## src/rtl/mult_seq_ctrl_pkg.sv

```systemverilog
// Shared types and helpers for the shift-add multiplier controller.
package mult_seq_ctrl_pkg;

  typedef enum logic [2:0] {
    S_IDLE,
    S_CLEAR,
    S_ADDST,
    S_SHIFT,
    S_DONE,
    S_WAITREL
  } mult_state_t;

  // Width of a counter that must hold values 0..width inclusive.
  function automatic int unsigned step_cnt_w(input int unsigned width);
    return $clog2(width + 1);
  endfunction

endpackage

```

## src/rtl/mult_seq_ctrl_if.sv

```systemverilog
// Handshake/control bundle between the multiplier controller and its datapath.
interface mult_seq_ctrl_if #(
  parameter int unsigned WIDTH = 8
);
  import mult_seq_ctrl_pkg::*;

  localparam int unsigned CW = step_cnt_w(WIDTH);

  logic          Run;
  logic          ClearA_LoadB;
  logic          Signed;
  logic          MBit;
  logic          ADD;
  logic          SUB;
  logic          SHIFTXAB;
  logic          ClearXA;
  logic          LoadB;
  logic          Busy;
  logic          Done;
  logic [CW-1:0] StepCnt;

  modport slave (
    input  Run, ClearA_LoadB, Signed, MBit,
    output ADD, SUB, SHIFTXAB, ClearXA, LoadB, Busy, Done, StepCnt
  );

  modport master (
    output Run, ClearA_LoadB, Signed, MBit,
    input  ADD, SUB, SHIFTXAB, ClearXA, LoadB, Busy, Done, StepCnt
  );

endinterface

```

## src/rtl/mult_seq_ctrl.sv

```systemverilog
// Sequencer for the X:A:B shift-add multiplier: clear, WIDTH add/sub+shift steps, done.
module mult_seq_ctrl
  import mult_seq_ctrl_pkg::*;
#(
  parameter int unsigned WIDTH     = 8,
  parameter bit          SKIP_ZERO = 1'b0
) (
  input logic             Clk,
  input logic             Reset_n,
  mult_seq_ctrl_if.slave  bus
);

  localparam int unsigned   CW   = step_cnt_w(WIDTH);
  localparam logic [CW-1:0] LAST = CW'(WIDTH - 1);

  mult_state_t   r_state;
  mult_state_t   w_next;
  logic [CW-1:0] r_step_cnt;
  logic          r_signed;

  logic w_start;
  logic w_inc;
  logic w_last;
  logic w_add, w_sub, w_shift, w_clear_xa, w_load_b, w_busy, w_done;

  assign w_last = (r_step_cnt == LAST);

  always_ff @(posedge Clk or negedge Reset_n) begin
    if (!Reset_n) begin
      r_state    <= S_IDLE;
      r_step_cnt <= '0;
      r_signed   <= 1'b0;
    end else begin
      r_state <= w_next;
      if (w_start) begin
        r_step_cnt <= '0;
        r_signed   <= bus.Signed;
      end else if (w_inc) begin
        r_step_cnt <= r_step_cnt + CW'(1);
      end
    end
  end

  always_comb begin
    w_next     = r_state;
    w_start    = 1'b0;
    w_inc      = 1'b0;
    w_add      = 1'b0;
    w_sub      = 1'b0;
    w_shift    = 1'b0;
    w_clear_xa = 1'b0;
    w_load_b   = 1'b0;
    w_busy     = 1'b0;
    w_done     = 1'b0;

    case (r_state)
      S_IDLE: begin
        w_load_b   = bus.ClearA_LoadB;
        w_clear_xa = bus.ClearA_LoadB;
        if (!bus.ClearA_LoadB && bus.Run) begin
          w_next  = S_CLEAR;
          w_start = 1'b1;
        end
      end
      S_CLEAR: begin
        w_busy     = 1'b1;
        w_clear_xa = 1'b1;
        w_next     = S_ADDST;
      end
      S_ADDST: begin
        w_busy = 1'b1;
        // Final step of a signed multiply subtracts the multiplicand (sign weight of B).
        w_sub  = bus.MBit & w_last & r_signed;
        w_add  = bus.MBit & ~w_sub;
        if (SKIP_ZERO && !bus.MBit) begin
          w_shift = 1'b1;
          w_inc   = 1'b1;
          w_next  = w_last ? S_DONE : S_ADDST;
        end else begin
          w_next = S_SHIFT;
        end
      end
      S_SHIFT: begin
        w_busy  = 1'b1;
        w_shift = 1'b1;
        w_inc   = 1'b1;
        w_next  = w_last ? S_DONE : S_ADDST;
      end
      S_DONE: begin
        w_busy = 1'b1;
        w_done = 1'b1;
        w_next = S_WAITREL;
      end
      S_WAITREL: begin
        if (!bus.Run) w_next = S_IDLE;
      end
      default: w_next = S_IDLE;
    endcase
  end

  assign bus.ADD      = w_add;
  assign bus.SUB      = w_sub;
  assign bus.SHIFTXAB = w_shift;
  assign bus.ClearXA  = w_clear_xa;
  assign bus.LoadB    = w_load_b;
  assign bus.Busy     = w_busy;
  assign bus.Done     = w_done;
  assign bus.StepCnt  = r_step_cnt;

endmodule
```

## src/flat_wrapper.sv

```systemverilog
// flat-port wrapper written by rule: the top's interface ports become plain ports
module mult_seq_ctrl_flat import mult_seq_ctrl_pkg::*;
#(
  parameter int unsigned WIDTH     = 8,
  parameter bit          SKIP_ZERO = 1'b0
)
  (Clk, Reset_n, bus_Run, bus_ClearA_LoadB, bus_Signed, bus_MBit, bus_ADD, bus_SUB, bus_SHIFTXAB, bus_ClearXA, bus_LoadB, bus_Busy, bus_Done, bus_StepCnt);
  mult_seq_ctrl_if #(.WIDTH(WIDTH)) bus_i ();
  input logic Clk;
  input logic Reset_n;
  input wire logic [$bits(bus_i.Run)-1:0] bus_Run;
  input wire logic [$bits(bus_i.ClearA_LoadB)-1:0] bus_ClearA_LoadB;
  input wire logic [$bits(bus_i.Signed)-1:0] bus_Signed;
  input wire logic [$bits(bus_i.MBit)-1:0] bus_MBit;
  output wire logic [$bits(bus_i.ADD)-1:0] bus_ADD;
  output wire logic [$bits(bus_i.SUB)-1:0] bus_SUB;
  output wire logic [$bits(bus_i.SHIFTXAB)-1:0] bus_SHIFTXAB;
  output wire logic [$bits(bus_i.ClearXA)-1:0] bus_ClearXA;
  output wire logic [$bits(bus_i.LoadB)-1:0] bus_LoadB;
  output wire logic [$bits(bus_i.Busy)-1:0] bus_Busy;
  output wire logic [$bits(bus_i.Done)-1:0] bus_Done;
  output wire logic [$bits(bus_i.StepCnt)-1:0] bus_StepCnt;
  assign bus_i.Run = bus_Run;
  assign bus_i.ClearA_LoadB = bus_ClearA_LoadB;
  assign bus_i.Signed = bus_Signed;
  assign bus_i.MBit = bus_MBit;
  assign bus_ADD = bus_i.ADD;
  assign bus_SUB = bus_i.SUB;
  assign bus_SHIFTXAB = bus_i.SHIFTXAB;
  assign bus_ClearXA = bus_i.ClearXA;
  assign bus_LoadB = bus_i.LoadB;
  assign bus_Busy = bus_i.Busy;
  assign bus_Done = bus_i.Done;
  assign bus_StepCnt = bus_i.StepCnt;
  mult_seq_ctrl #(.WIDTH(WIDTH), .SKIP_ZERO(SKIP_ZERO)) u_core (.Clk(Clk), .Reset_n(Reset_n), .bus(bus_i));
endmodule
```

## config.mk

```make
export PLATFORM = sky130hd
export DESIGN_NAME = mult_seq_ctrl_flat
export DESIGN_NICKNAME = d
export VERILOG_FILES = /design/src/rtl/mult_seq_ctrl_pkg.sv /design/src/rtl/mult_seq_ctrl_if.sv /design/src/rtl/mult_seq_ctrl.sv /design/src/flat_wrapper.sv
export SDC_FILE = /design/constraint.sdc
export NUM_CORES = 1
export LEC_CHECK = 0
export BUFFER_PORTS_ARGS = -buffer_cell sky130_fd_sc_hd__buf_2
export CAP_MARGIN = 30
export CORE_AREA = 5 5 42 44
export DETAILED_ROUTE_END_ITERATION = 10
export DIE_AREA = 0 0 47 49
export PLACE_DENSITY_LB_ADDON = 0.12
export SKIP_LAST_GASP = 1
export SYNTH_ARGS = -nofsm -noshare
export SYNTH_HDL_FRONTEND = slang
export SYNTH_SLANG_ARGS = --single-unit
export TNS_END_PERCENT = 30
```

## constraint.sdc

```tcl
create_clock -name Clk -period 1.6 [get_ports Clk]
set_input_delay 0.16 -clock Clk [delete_from_list [all_inputs] [get_ports Clk]]
set_output_delay 0.16 -clock Clk [all_outputs]
set_load 0.01 [all_outputs]
```

==> metrics.cfg <==
[outcome]
status=finished clean

[worst_setup_path]
crit_path_max_incr_delay_ns=0.46
cp-end-kind=output port
cp.arrival_ns=1.36
path_delay_family=flip-flops
critPathKind=register to output port
cp_max_fo=6
crit_chain=buf_4 -> nand4bb_1 -> a21oi_1 -> buf_2
cp_slowest_cell=dfrtp_1
crit_required_ns=1.44
start_kind=register
path_buf_inv=2

[sta]
tightest_slew_ns=0.272
setup_tns_ns=0
fin_crit_ns=1.52
maxSlewHeadroom_pct=81.7
fin_worst_skew_ns=0.00336
final_hold_viol_count=0
clock.fmax_mhz=657
rsz0062_at_grt=yes
post-route-period-util_pct=95.2
setup_viol=0
maxSlewViolCount=0
whs_ns=0.142

[clocking]
cts_root_buf=clkbuf_4
numCtsBuffers=3
clock_latency_ns=0.24
htreeDepth=1
cts_max_path_buffers=2
clk_pin_slew_ns=0.05
cts_tree=built
clkSinkCount=8

[logic_synthesis]
syn_area_um2=498
synth_edf_count=0
yosysTopAreaCell=dfrtp_1
async_reset_ff_share_pct=100
ys_ff_latch=8
synth_area_leaders=dfrtp_1, a21oi_1, buf_6
ys_top_cells_by_count=dfrtp_1, a21oi_1, nor2_1, nand2_1
syn-num-nets=55
synth_cell_types=28
syn-instance-count=48
yosys_warnings=0
synth_ff_type=dfrtp_1
synth.most_common_cell=dfrtp_1
yosysSeqAreaShare_pct=40.2
synth_top_area_share_pct=40.2
synth.avg_cell_area_um2=10.4

[pwr]
p_leak_nw=0.313
vdd_drop_max_uv=1010
power.density_nw_per_um2=1900

[die]
fp-row-count=14
core_area_um2=1400
die_width_um=47
die_y_um=49
io-pin-count=17
floorplan.die_area_um2=2300
start_util_pct=35.5

[job]
drv_cap=0

[routing]
drc=0
drt_iter0_drc=1
wire_per_inst_um=12.2
num_vias=413
via_per_inst=4.86
ant_nets=0
wirelength_um=1040
first_pass_iters=2

[layout]
multiInputGateArea_um2=265
num-nets-final=78
seqCellArea_um2=200
nFillCells=151
area_growth_pct=27.6
antenna_cells=0
drive_gt1_share_pct=42.0

[grt]
grt_use_total_pct=9.79
grt_first_pass_wirelength_um=1640
grt_max_degree=9
grt_pass1_vias=393
grt.overflow.total=0
antenna_found_initial=0

[hold_path]
hp-class=input port to register

[place]
numPortBuffers=16
dpl.hpwl_um=883
place_congestion=0.670

-- cells in the final DEF, fill, tap and decap left out, types with 2 or more instances in the layout --
master / n
dfrtp_1: 8
nor2_1: 4
inv_1: 2
xnor2_1: 2
buf_2: 16
nand2_1: 3
clkbuf_4: 3
a21oi_1: 5
buf_4: 4
-- where the power goes --
group          leakage (nW)  internal, mW  switching, mW
Clock                0.0138        0.0853         0.0602
Sequential           0.0957         0.302          0.126
Combinational         0.203         0.318          0.318
-- worst reg2reg max path: cells and delay by family (launching register included) --
family	cells	cell delay [ns]
simple gates	2	0.42
flops	1	0.42
mux	1	0.25
fa+ha+maj	1	0.22
-- through the flow --
| step | area [um2] | worst slack [ns] | util, % | power [mW] | instances |
|---|---|---|---|---|---|
| finish | 636 | 0.0769 | 45.4 | 1.21 | 85 |
| global route | 636 | -0.0142 | 45.4 | 1.31 | 85 |
| CTS | 633 | 0.0520 | 45.2 | 1.23 | 85 |
| detailed placement | 601 | 0.179 | 42.9 | 1.07 | 81 |
| global placement | 601 | 0.219 | 42.9 | 1.07 | 81 |
| floorplan | 498 | 0.190 | - | 0.882 | 48 |
-- cell families after synthesis --
group | Yosys count | synth area share, %
adder cells (fa/ha/maj) | 1 | 2.51
AND/OR/NAND/NOR | 20 | 29.1
flip-flops | 8 | 40.2
XOR/XNOR | 3 | 5.28
AO/OA/AOI/OAI | 9 | 10.6
multiplexers | 2 | 5.28
buffers and inverters | 5 | 7.03
-- area by class of cell --
class | instances | share of cell area, %
repair buffers | 21 | 18.9
flip-flops and latches | 8 | 31.5
clock buffers | 3 | 3.54
well taps | 16 | 3.15
inverters | 2 | 1.18
multi-input cells | 35 | 41.7
-- layer usage --
layer  GRT usage, %  vias to the layer above  wire [um]
met4           5.53                        0          6
met1           11.7                      186        448
met5              0                        -          0
li1               -                      214          -
met3           2.21                        2         71
met2           15.4                       11        511
-- final timing paths --
check | startpoint | to | slack, ns | depth (start not counted)
setup / recovery | u_core.r_state[0] | bus_ADD | 0.08 | 4
hold / removal | bus_Signed | u_core.r_signed | 0.14 | 2
setup reg to reg | u_core.bus.StepCnt[0] | u_core.r_state[2] | 0.18 | 4
hold reg to reg | u_core.r_signed | u_core.r_signed | 0.55 | 1
max in group asynchronous | Reset_n | u_core.r_state[1] | 1.15 | 2
min in group asynchronous | Reset_n | u_core.bus.StepCnt[2] | 0.28 | 2
-- what timing repair did --
| action | in CTS | in global routing |
|---|---|---|
| endpoints found under the setup margin | 0 | 3 |
| gates resized for setup | 0 | 1 |
| buffers inserted | 0 | 0 |
| hold buffers | 1 | 0 |
| endpoints found under the hold margin | 8 | 0 |
-- sequential cells by signal, summed over array words and instances, names as in the netlist --
| signal | count |
|---|---|
| u_core.r_signed | 1 |
| u_core.r_state | 3 |
| u_core.bus.StepCnt | 4 |
Note: power is estimated with default switching activity, not from simulation.
